[config.mk]
export PLATFORM = sky130hd
export DESIGN_NAME = yazmac_oku_asamasi
export DESIGN_NICKNAME = d
export VERILOG_FILES = /design/src/rtl/yazmac_oku_asamasi.sv
export SDC_FILE = /design/constraint.sdc
export NUM_CORES = 1
export LEC_CHECK = 0
export ABC_AREA = 0
export CAP_MARGIN = 10
export CORE_MARGIN = 2
export CORE_UTILIZATION = 35
export DETAILED_ROUTE_END_ITERATION = 16
export GPL_ROUTABILITY_DRIVEN = 0
export SETUP_SLACK_MARGIN = 0.3
export SLEW_MARGIN = 20
export SYNTH_ARGS = -nofsm -noshare
export SYNTH_HDL_FRONTEND = slang
export SYNTH_SLANG_ARGS = --single-unit
[constraint.sdc]
create_clock -name clk_i -period 2.34 [get_ports clk_i]
set_input_delay 0.468 -clock clk_i [delete_from_list [all_inputs] [get_ports clk_i]]
set_output_delay 0.468 -clock clk_i [all_outputs]
set_load 0.05 [all_outputs]
[src/rtl/yazmac_oku_asamasi.sv]
// Issue/operand-read stage: holds one decoded uop until its sources are valid,
// allocates a destination tag, and hands uop+operands+tag to execute.
`ifndef VERI_BIT
`define VERI_BIT 32
`endif
`ifndef YAZMAC_BIT
`define YAZMAC_BIT 5
`endif
`ifndef UOP_TAG_BIT
`define UOP_TAG_BIT 4
`endif

module yazmac_oku_asamasi #(
    parameter int UOP_BIT = 64
) (
    input  logic                    clk_i,
    input  logic                    rstn_i,
    input  logic [UOP_BIT-1:0]      uop_i,
    input  logic [`YAZMAC_BIT-1:0]  rs1_i,
    input  logic [`YAZMAC_BIT-1:0]  rs2_i,
    input  logic [`YAZMAC_BIT-1:0]  rd_i,
    input  logic                    rs1_kullan_i,
    input  logic                    rs2_kullan_i,
    input  logic                    rd_yaz_i,
    input  logic                    uop_gecerli_i,
    output logic                    uop_hazir_o,
    output logic [`YAZMAC_BIT-1:0]  oku_adres1_o,
    output logic [`YAZMAC_BIT-1:0]  oku_adres2_o,
    input  logic [`VERI_BIT-1:0]    oku_veri1_i,
    input  logic [`VERI_BIT-1:0]    oku_veri2_i,
    input  logic                    oku_veri1_gecerli_i,
    input  logic                    oku_veri2_gecerli_i,
    output logic [`UOP_TAG_BIT-1:0] etiket_o,
    output logic [`YAZMAC_BIT-1:0]  etiket_adres_o,
    output logic                    etiket_gecerli_o,
    input  logic [`YAZMAC_BIT-1:0]  gy_adres_i,
    input  logic                    gy_gecerli_i,
    output logic [UOP_BIT-1:0]      cikis_uop_o,
    output logic [`VERI_BIT-1:0]    cikis_rs1_o,
    output logic [`VERI_BIT-1:0]    cikis_rs2_o,
    output logic [`UOP_TAG_BIT-1:0] cikis_etiket_o,
    output logic [`YAZMAC_BIT-1:0]  cikis_rd_o,
    output logic                    cikis_gecerli_o,
    input  logic                    cikis_hazir_i
);
    typedef enum logic {BOS, BEKLE} durum_t;

    typedef struct packed {
        logic [UOP_BIT-1:0]     uop;
        logic [`YAZMAC_BIT-1:0] rs1;
        logic [`YAZMAC_BIT-1:0] rs2;
        logic [`YAZMAC_BIT-1:0] rd;
        logic                   rs1_kullan;
        logic                   rs2_kullan;
        logic                   rd_yaz;
    } tutucu_t;

    durum_t                  durum_q, durum_d;
    tutucu_t                 tutucu_q;
    logic [`UOP_TAG_BIT-1:0] sayac_q;
    logic                    hazir1, hazir2, cakisma, gonder, kabul, etiket_yaz;

    assign hazir1 = !tutucu_q.rs1_kullan || oku_veri1_gecerli_i;
    assign hazir2 = !tutucu_q.rs2_kullan || oku_veri2_gecerli_i;

    // Holding back an issue while rd is being written back keeps the register
    // file from seeing a tag install and a writeback to one index in one cycle.
    assign cakisma = tutucu_q.rd_yaz && (tutucu_q.rd != '0) && gy_gecerli_i &&
                     (gy_adres_i == tutucu_q.rd);

    assign gonder      = (durum_q == BEKLE) && hazir1 && hazir2 && !cakisma &&
                         (!cikis_gecerli_o || cikis_hazir_i);
    assign uop_hazir_o = (durum_q == BOS) || gonder;
    assign kabul       = uop_gecerli_i && uop_hazir_o;
    assign etiket_yaz  = gonder && tutucu_q.rd_yaz && (tutucu_q.rd != '0);

    assign oku_adres1_o     = (durum_q == BEKLE) ? tutucu_q.rs1 : rs1_i;
    assign oku_adres2_o     = (durum_q == BEKLE) ? tutucu_q.rs2 : rs2_i;
    assign etiket_o         = sayac_q;
    assign etiket_adres_o   = tutucu_q.rd;
    assign etiket_gecerli_o = etiket_yaz;

    always_comb begin
        durum_d = durum_q;
        if (kabul)
            durum_d = BEKLE;
        else if (gonder)
            durum_d = BOS;
    end

    always_ff @(posedge clk_i or negedge rstn_i) begin
        if (!rstn_i) begin
            durum_q  <= BOS;
            tutucu_q <= '0;
        end else begin
            durum_q <= durum_d;
            if (kabul)
                tutucu_q <= '{uop: uop_i, rs1: rs1_i, rs2: rs2_i, rd: rd_i,
                              rs1_kullan: rs1_kullan_i, rs2_kullan: rs2_kullan_i,
                              rd_yaz: rd_yaz_i};
        end
    end

    // Tag 0 means "no producer", so the counter skips it on wrap.
    always_ff @(posedge clk_i or negedge rstn_i) begin
        if (!rstn_i)
            sayac_q <= `UOP_TAG_BIT'(1);
        else if (etiket_yaz)
            sayac_q <= (sayac_q == '1) ? `UOP_TAG_BIT'(1) : sayac_q + `UOP_TAG_BIT'(1);
    end

    always_ff @(posedge clk_i or negedge rstn_i) begin
        if (!rstn_i) begin
            cikis_gecerli_o <= 1'b0;
            cikis_uop_o     <= '0;
            cikis_rs1_o     <= '0;
            cikis_rs2_o     <= '0;
            cikis_etiket_o  <= '0;
            cikis_rd_o      <= '0;
        end else if (gonder) begin
            cikis_gecerli_o <= 1'b1;
            cikis_uop_o     <= tutucu_q.uop;
            cikis_rs1_o     <= oku_veri1_i;
            cikis_rs2_o     <= oku_veri2_i;
            cikis_etiket_o  <= etiket_yaz ? sayac_q : '0;
            cikis_rd_o      <= tutucu_q.rd;
        end else if (cikis_hazir_i) begin
            cikis_gecerli_o <= 1'b0;
        end
    end
endmodule
==> Word-level counts from Yosys, hierarchy flattened <==
Cells that the tools add are included.
W data, S select, Z words.
{ "word_totals": {"reg_bits": 225} }
{ "op_classes": {"n_eq_ne": 2, "n_mux": 8, "add_sub_neg": 1, "n_bitwise": 1, "n_reduce_logical": 21} }
{ "op_table": {"columns": ["op", "n"], "rows": [
  ["$logic_and A1 B1 Y1", 10],
  ["$mux W5", 2],
  ["$mux W4", 2],
  ["$eq A5 B5 Y1", 1],
  ["$reduce_bool A5 Y1", 1],
  ["$add A4 B1 Y4 const B", 1],
  ["$eq A4 B4 Y1 const B", 1],
  ["$logic_not A1 Y1", 4],
  ["$logic_or A1 B1 Y1", 4],
  ["$mux W1", 4],
  ["$reduce_bool A2 Y1", 2],
  ["$not A1 Y1", 1]
]} }

==> Depth between registers and ports, before layout <==
Gate-level depths: netlist of run 1.
{ "depth": {"ltp_word": 10, "mapped_depth": 8} }

==> Least setup slack after synthesis of run 1 <==
Ideal clock, no wire load.
{ "synth_path": {"kind": "flip-flop to output port", "start": "register durum_q", "end": "output port oku_adres1_o[4]", "t_arrival_ns": 1.996, "n_path_buf": 3, "stages_incl_launch_ff": 5, "slack_ns": -0.124, "required_time_ns": 1.872, "cell_sequence": "dfrtp_1 > buf_2 > clkbuf_1 > clkbuf_1 > o21ai_0"} }
{ "synth_between": {"elab_chain_cells": 1} }
{ "synth_lines": {"columns": ["element", "line", "text"], "rows": [
  ["start: declaration", "58", "durum_t durum_q, durum_d;"],
  ["start signal: assignment", "96", "durum_q <= durum_d;"],
  ["$mux W5", "77", "assign oku_adres1_o = (durum_q == BEKLE) ? tutucu_q.rs1 : rs1_i;"],
  ["end: declaration", "27", "output logic [`YAZMAC_BIT-1:0] oku_adres1_o,"]
]} }
Every way passes these cells.

==> Worst setup path in the final report of run 1 <==
{ "layout_path": {"start": "register tutucu_q (netlist bit etiket_adres_o[4])", "end": "register cikis_uop_o[0]"} }
{ "layout_between": {"elab_chain_cells": 7, "word_cells_on_any_way": 8} }
{ "layout_lines": {"columns": ["element", "line", "text"], "rows": [
  ["start: declaration", "59", "tutucu_t tutucu_q;"],
  ["start signal: assignment", "98", "tutucu_q <= '{uop: uop_i, rs1: rs1_i, rs2: rs2_i, rd: rd_i,"],
  ["$reduce_bool A5 Y1", "68", "assign cakisma = tutucu_q.rd_yaz && (tutucu_q.rd != '0) && gy_gecerli_i &&"],
  ["$logic_and A1 B1 Y1 (2 in a row)", "68", null],
  ["$logic_and A1 B1 Y1 (*)", "68", null],
  ["$logic_not A1 Y1 (*)", "71", "assign gonder = (durum_q == BEKLE) && hazir1 && hazir2 && !cakisma &&"],
  ["$logic_and A1 B1 Y1 (*) (2 in a row)", "71", null],
  ["end signal: assignment", "122", "cikis_uop_o <= tutucu_q.uop;"],
  ["end: declaration", "38", "output logic [UOP_BIT-1:0] cikis_uop_o,"]
]} }
Mark *: on every way between the ends. The rest lies on a longest branch, timed or not.
A chain may end at the register's enable or synchronous reset.

==> flow_metrics.env, run 1 <==
export IMPL_seq_area_frac_synth=0.5090
export IMPL_fin_util=0.5610
export IMPL_ant_nets=0
export IMPL_final_common_cell="dfrtp_1"
export IMPL_syn_avg_cell_area_um2=10.81
export IMPL_cts_buffers_inserted=26
export IMPL_synthMuxAreaShare=0.1408
export IMPL_gr_total_overflow=0
export IMPL_die_area_mm2=0.03305
export IMPL_initial_utilization=0.3534
export IMPL_synth_simple_area_share=0.1222
export IMPL_synth_compound_area_frac=0.1504
export IMPL_violations="setup timing"
export IMPL_chipHeight_um=181.8
export IMPL_path_clk_slew_ns=0.06
export IMPL_leakage_nw=8.477
export IMPL_drive_above_1_share=0.2940
export IMPL_cap_violations=0
export IMPL_setup_violations=207
export IMPL_grt_max_degree=69
export IMPL_placed_area_mm2=0.01508
export IMPL_fin_crit_ns=2.728
export IMPL_antennaDiodeCount=0
export IMPL_yosys_warnings=0
export IMPL_drt_initial_drc_count=587
export IMPL_hold_viol=0
export IMPL_ys_types=37
export IMPL_slew_viol_final=0
export IMPL_final_nets=1545
export IMPL_stdcell_area_mm2=0.01757
export IMPL_comb_power_share=0.592
export IMPL_die_x_um=181.8
export IMPL_coreArea_mm2=0.03131
export IMPL_vias_per_cell=5.377
export IMPL_first_global_vias=9690
export IMPL_hp_class="in2reg"
export IMPL_routedWlPerCell_um=20.94
export IMPL_net_switching_power_mw=12.40
export IMPL_drc=0
export IMPL_criticalPathCategory="reg2reg"
export IMPL_worst_slack_ns=-0.3884
export IMPL_root_buffer="clkbuf_16"
export IMPL_synth_fp_nets=1183
export IMPL_netlist_area_mm2=0.01106
export IMPL_p_int_mw=16.08
export IMPL_syn_instance_count=1024
export IMPL_netSwitchingFraction=0.4353
export IMPL_cp_arrival_ns=3.13
export IMPL_start_kind="flop"
export IMPL_wl_um=37840
export IMPL_via_count=9716
export IMPL_final_cell_mix="221 x dfrtp_1, 172 x clkdlybuf4s50_1, 154 x nand2_1"
export IMPL_ys_seq_elements=225
export IMPL_antenna_found_initial=0
export IMPL_worst_path_max_fanout=7
export IMPL_synth_fa_ha_area_frac=0.001131
export IMPL_cts_sinks=225
export IMPL_area_delta_synth_final_pct=58.76
export IMPL_htreeDepth=1
export IMPL_power_density_mw_per_mm2=1621
export IMPL_critPathCaptureType="flop"
export IMPL_ir_worst_vdd_mv=0.9591
export IMPL_grt_setup_unrepaired="true"
export IMPL_synth_top_family_by_area="compound AO/OA/AOI/OAI gates"
export IMPL_ios=317
export IMPL_setup_tns_ns=-29.50
export IMPL_worst_pin_slew_ns=0.6055
export IMPL_yosys_area_share_xor_xnor=0.004750
export IMPL_dp_hpwl_um=21920
export IMPL_outcome="complete, but fails checks"
export IMPL_p_seq_frac=0.253
export IMPL_hold_worst_slack_ns=0.3284
export IMPL_p_clk_frac=0.156
export IMPL_worstSkewPairLatency_ns=0.53
export IMPL_clock_path_buffers=3
export IMPL_drt_pass1_iter_count=7
export IMPL_required_ns=2.74
export IMPL_fp_row_count=65
export IMPL_pre_cts_slack_ns=-0.4990
export IMPL_final_setup_skew_ns=0.01829
export IMPL_slew_headroom=0.5957
export IMPL_finalCritPeriodShare=1.166
export IMPL_io_buffer_count=316
export IMPL_grt_pass1_wl_um=54500
export IMPL_cts_tree="built"
export IMPL_max_freq_ghz=0.3665
export IMPL_grt_use_total=0.2054
==> cell type report <==
| type | count | area [um2] |
|---|---|---|
| clock buffers | 38 | 787.0 |
| clock inverters | 9 | 147.6 |
| fillers | 2679 | 13750 |
| inverters | 90 | 337.8 |
| multi-input cells | 613 | 4867 |
| flip-flops and latches | 225 | 5638 |
| well taps | 402 | 503.0 |
| repair buffers | 430 | 5285 |
==> critical path, cell delays in order (launching register included) <==
cell     delay [ns]
dfrtp_2        0.46
xor2_1         0.17
nor4_2         0.40
buf_4          0.19
nand4_1        0.15
nand2_4        0.16
buf_4          0.12
buf_6          0.08
buf_6          0.08
buf_6          0.09
buf_12         0.14
buf_6          0.11
buf_12         0.12
mux2_2         0.33
==> metal layers <==
layer / GRT usage / part of all wire / up-vias
met5: 0 / 0 / -
met4: 0.04715 / 0.017 / 0
met3: 0.04633 / 0.062 / 40
met2: 0.3470 / 0.49 / 302
met1: 0.2690 / 0.43 / 4921
li1: - / - / 4453
==> flip-flops by register name, summed over array words and instances (netlist names) <==
register / flops
cikis_rd_o: 5
cikis_uop_o: 64
cikis_gecerli_o: 1
durum_q: 1
etiket_adres_o: 5
cikis_rs2_o: 32
etiket_o: 4
tutucu_q: 77
cikis_etiket_o: 4
cikis_rs1_o: 32
==> timing repair <==
item / CTS / global route
hold endpoints to repair: 45 / 0
setup buffers: 19 / 7
pin swaps: 12 / 47
setup endpoints to repair: 379 / 376
hold buffers: 1 / 0
gates cloned: 7 / 23
resized for setup: 79 / 149
==> logic make-up (layout without fill, tap and decap cells) <==
group / Yosys count / after routing
xor+xnor: 6 / 6
buf+inv: 187 / 567
fa+ha+maj: 1 / 1
simple gates: 282 / 283
compound gates: 188 / 188
flops: 225 / 225
mux: 135 / 135
==> synth_stat cells (all sizes together) <==
cell type / count / area share
a21o: 1 / 0.00068
a21oi: 4 / 0.0021
a311o: 10 / 0.0090
and3: 1 / 0.00057
and4: 2 / 0.0016
buf: 32 / 0.019
clkbuf: 65 / 0.022
dfrtp: 224 / 0.51
dfstp: 1 / 0.0024
ha: 1 / 0.0011
inv: 90 / 0.031
mux2: 135 / 0.14
nand2: 162 / 0.055
nand2b: 3 / 0.0017
nand3: 14 / 0.0063
nand3b: 8 / 0.0054
nand4: 75 / 0.042
nor2: 11 / 0.0052
nor2b: 3 / 0.0017
nor4: 2 / 0.0017
o211ai: 72 / 0.049
o21ai: 19 / 0.0086
o221a: 72 / 0.073
o221ai: 8 / 0.0063
o2bb2ai: 1 / 0.00079
o31ai: 1 / 0.00068
or4: 1 / 0.00068
xnor2: 2 / 0.0016
xor2: 4 / 0.0032
==> metrics by stage <==
step	total power [mW]	std cells
4_1_cts	28.37	1777
3_5_place_dp	22.92	1703
3_3_place_gp	22.61	1703
2_1_floorplan	17.44	1024
6_report	28.48	1807
5_1_grt	29.99	1807
==> path summary, 6_finish.rpt <==
path	slack (ns)	start	cells after the start	end
worst min register to register	0.50	cikis_rs1_o[24]$_DFFE_PN0P_	1	cikis_rs1_o[24]$_DFFE_PN0P_
worst min-delay path	0.33	uop_gecerli_i	3	tutucu_q[49]$_DFFE_PN0P_
worst max-delay path	-0.39	etiket_adres_o[4]$_DFFE_PN0P_	13	cikis_uop_o[0]$_DFFE_PN0P_
max in group asynchronous	1.17	rstn_i	3	cikis_rs2_o[25]$_DFFE_PN0P_
worst max register to register	-0.39	etiket_adres_o[4]$_DFFE_PN0P_	13	cikis_uop_o[0]$_DFFE_PN0P_
min in group asynchronous	0.46	rstn_i	2	cikis_uop_o[1]$_DFFE_PN0P_
==> power by group through the flow <==
stage	combinational [mW]	sequential [mW]	clock, mW
after floorplan	6.10	11.3	0
after global placement	15.4	7.21	0
after detailed placement	15.7	7.27	0
after CTS	16.6	7.24	4.54
after global routing	17.8	7.49	4.72
final	16.9	7.19	4.43
Note: power is estimated with default switching activity, not from simulation.
==> run 2: changes to the inputs <==
--- a/config.mk
+++ b/config.mk
@@ -12,4 +12,5 @@
 export DETAILED_ROUTE_END_ITERATION = 16
 export GPL_ROUTABILITY_DRIVEN = 0
+export HOLD_SLACK_MARGIN = 0.03
 export SETUP_SLACK_MARGIN = 0.3
 export SLEW_MARGIN = 20
==> constraint.sdc (replaced) <==
create_clock -name clk_i -period 2.34 [get_ports clk_i]
set_input_delay 0.468 -clock clk_i [delete_from_list [all_inputs] [get_ports clk_i]]
set_output_delay 0.468 -clock clk_i [all_outputs]
set_load 0.005 [all_outputs]
==> run 2 against run 1 <==
  * The run still ends with setup timing left
  * Highest routed layer unchanged
  * Wire length down 7.0%
  * Flip-flop and latch count unchanged
  * Critical endpoint is now etiket_gecerli_o
  * Design area down 3.6%
==> flow_metrics.env, run 2 (same netlist as run 1, synthesis figures left out) <==
export IMPL_slew_headroom=0.3841
export IMPL_cp_arrival_ns=2.14
export IMPL_crit_top_cell="buf_6"
export IMPL_gr_total_overflow=0
export IMPL_final_nets=1534
export IMPL_antenna_found_initial=2
export IMPL_grt_pass1_wl_um=55420
export IMPL_die_area_mm2=0.03305
export IMPL_fp_row_count=65
export IMPL_max_stage_delay_ns=0.46
export IMPL_die_x_um=181.8
export IMPL_ant_nets=0
export IMPL_grt_use_total=0.2097
export IMPL_clock_path_buffers=3
export IMPL_ir_worst_vdd_mv=0.6871
export IMPL_initial_utilization=0.3534
export IMPL_worst_slack_ns=-0.2711
export IMPL_criticalPathCategory="reg2out"
export IMPL_wl_um=35180
export IMPL_via_count=9577
export IMPL_htreeDepth=1
export IMPL_io_buffer_count=316
export IMPL_final_setup_skew_ns=0.01933
export IMPL_fillers=2670
export IMPL_final_common_cell="clkdlybuf4s50_1"
export IMPL_path_clk_slew_ns=0.06
export IMPL_hold_viol=0
export IMPL_crit_chain="xor2_2, nor4_4, buf_4, buf_6, nand3_2, and3_4, buf_6"
export IMPL_start_kind="flop"
export IMPL_stdcell_area_mm2=0.01693
export IMPL_power_density_mw_per_mm2=1379
export IMPL_placed_area_mm2=0.01487
export IMPL_area_delta_synth_final_pct=52.99
export IMPL_drive_above_1_share=0.2917
export IMPL_cap_violations=0
export IMPL_critPathCaptureType="output pin"
export IMPL_path_delay_family="simple AND/OR/NAND/NOR gates"
export IMPL_setup_violations=94
export IMPL_max_freq_ghz=0.3830
export IMPL_coreArea_mm2=0.03131
export IMPL_fin_util=0.5406
export IMPL_chipHeight_um=181.8
export IMPL_drc=0
export IMPL_dp_hpwl_um=21730
export IMPL_slowest_stage="dfrtp_2"
export IMPL_reg_largest_list="tutucu_q x77, cikis_uop_o x64"
export IMPL_required_ns=1.87
export IMPL_vias_per_cell=5.332
export IMPL_worst_path_max_fanout=2
export IMPL_dp_cells=1701
export IMPL_grt_max_degree=87
export IMPL_cts_sinks=225
export IMPL_worst_pin_slew_ns=0.9238
export IMPL_cts_buffers_inserted=26
export IMPL_regMostFlops="tutucu_q"
export IMPL_drt_pass1_iter_count=5
export IMPL_cts_tree="built"
export IMPL_root_buffer="clkbuf_16"
export IMPL_leakage_nw=7.270
export IMPL_finalCritPeriodShare=1.116
export IMPL_hp_class="in2reg"
export IMPL_drt_initial_drc_count=560
export IMPL_ios=317
export IMPL_slew_viol_final=0
export IMPL_routedWlPerCell_um=19.59
export IMPL_worstPathBufferInverterCount=3
export IMPL_fin_crit_ns=2.611
export IMPL_final_cell_mix="301 x clkdlybuf4s50_1, 222 x dfrtp_1, 152 x nand2_1"
export IMPL_worstSkewPairLatency_ns=0.53
export IMPL_violations="setup timing"
export IMPL_grt_setup_unrepaired="true"
export IMPL_largest_reg_flops=77
export IMPL_first_global_vias=9749
export IMPL_instances_no_fill=1796
export IMPL_outcome="complete, but fails checks"
==> run 2: cell count changes in the layout (fill, tap and decap cells not counted), sizes merged <==
cell	before	now
bufbuf	1	2
clkinv	4	7
clkinvlp	1	0
dlymetal6s2s	122	0
clkbuf	52	36
clkdlybuf4s50	172	301
dlygate4sd2	2	0
buf	114	115
clkdlybuf4s15	4	1
bufinv	4	2
nor2	12	11
diode	0	2
==> run 2: metal layers <==
| layer | wire length [um] | GRT usage | vias up | part of all wire |
|---|---|---|---|---|
| li1 | - | - | 4437 | - |
| met1 | 15160 | 0.2750 | 4781 | 0.43 |
| met2 | 16980 | 0.3503 | 304 | 0.48 |
| met3 | 2275 | 0.04673 | 55 | 0.065 |
| met4 | 764 | 0.05561 | 0 | 0.022 |
| met5 | 0 | 0 | - | 0 |
==> run 2: stage by stage <==
step,hold WS [ns],TNS [ns],total power [mW],setup slack (ns)
final,0.4108,-6.537,23.35,-0.2711
after global routing,0.3996,-14.39,24.89,-0.3452
after CTS,0.3824,-3.854,23.37,-0.3029
after detailed placement,0.4233,-93.01,17.49,-0.6856
after global placement,0.4205,-101.19,17.17,-0.7311
after floorplan,0.1724,0,12.58,0.2776
==> run 2: report_power, final <==
| part | total (mW) | switching (mW) | internal [mW] |
|---|---|---|---|
| combinational | 12.1 | 4.57 | 7.53 |
| clock | 3.99 | 1.61 | 2.38 |
| sequential | 7.26 | 1.34 | 5.92 |
| total | 23.3 | 7.52 | 15.8 |
==> run 2: what timing repair did <==
| action | in CTS | in global routing |
|---|---|---|
| hold buffers | 1 | 0 |
| pin swaps | 26 | 5 |
| buffers inserted | 27 | 2 |
| setup endpoints to repair | 235 | 239 |
| gates resized for setup | 171 | 29 |
| hold endpoints to repair | 44 | 0 |
| cloned | 18 | 0 |
==> run 2: path summary, 6_finish.rpt <==
path	slack (ns)	end	depth (start not counted)	startpoint
setup / recovery	-0.27	etiket_gecerli_o	7	etiket_adres_o[4]$_DFFE_PN0P_
hold / removal	0.41	tutucu_q[8]$_DFFE_PN0P_	3	uop_gecerli_i
setup reg to reg	-0.15	cikis_rd_o[3]$_DFFE_PN0P_	12	etiket_adres_o[4]$_DFFE_PN0P_
hold reg to reg	0.50	cikis_etiket_o[2]$_DFFE_PN0P_	1	cikis_etiket_o[2]$_DFFE_PN0P_
max in group asynchronous	1.24	etiket_o[0]$_DFFE_PN1P_	3	rstn_i
min in group asynchronous	0.45	cikis_rs1_o[20]$_DFFE_PN0P_	2	rstn_i
==> run 2: area by class of cell <==
type,count,area [um2],area share
sequential,225,5637,0.3330
clock inverter,9,95.09,0.005618
antenna,2,5.005,0.0002957
timing repair buffer,420,4647,0.2745
tap,402,503.0,0.02971
clock buffer,36,729.5,0.04309
multi-input combinational,612,4974,0.2938
inverter,90,337.8,0.01996
==> run 2: tightest hold or removal path: stages <==
cell and delay, ns:
buf_6 0.14, o221ai_1 0.18, a311o_1 0.11
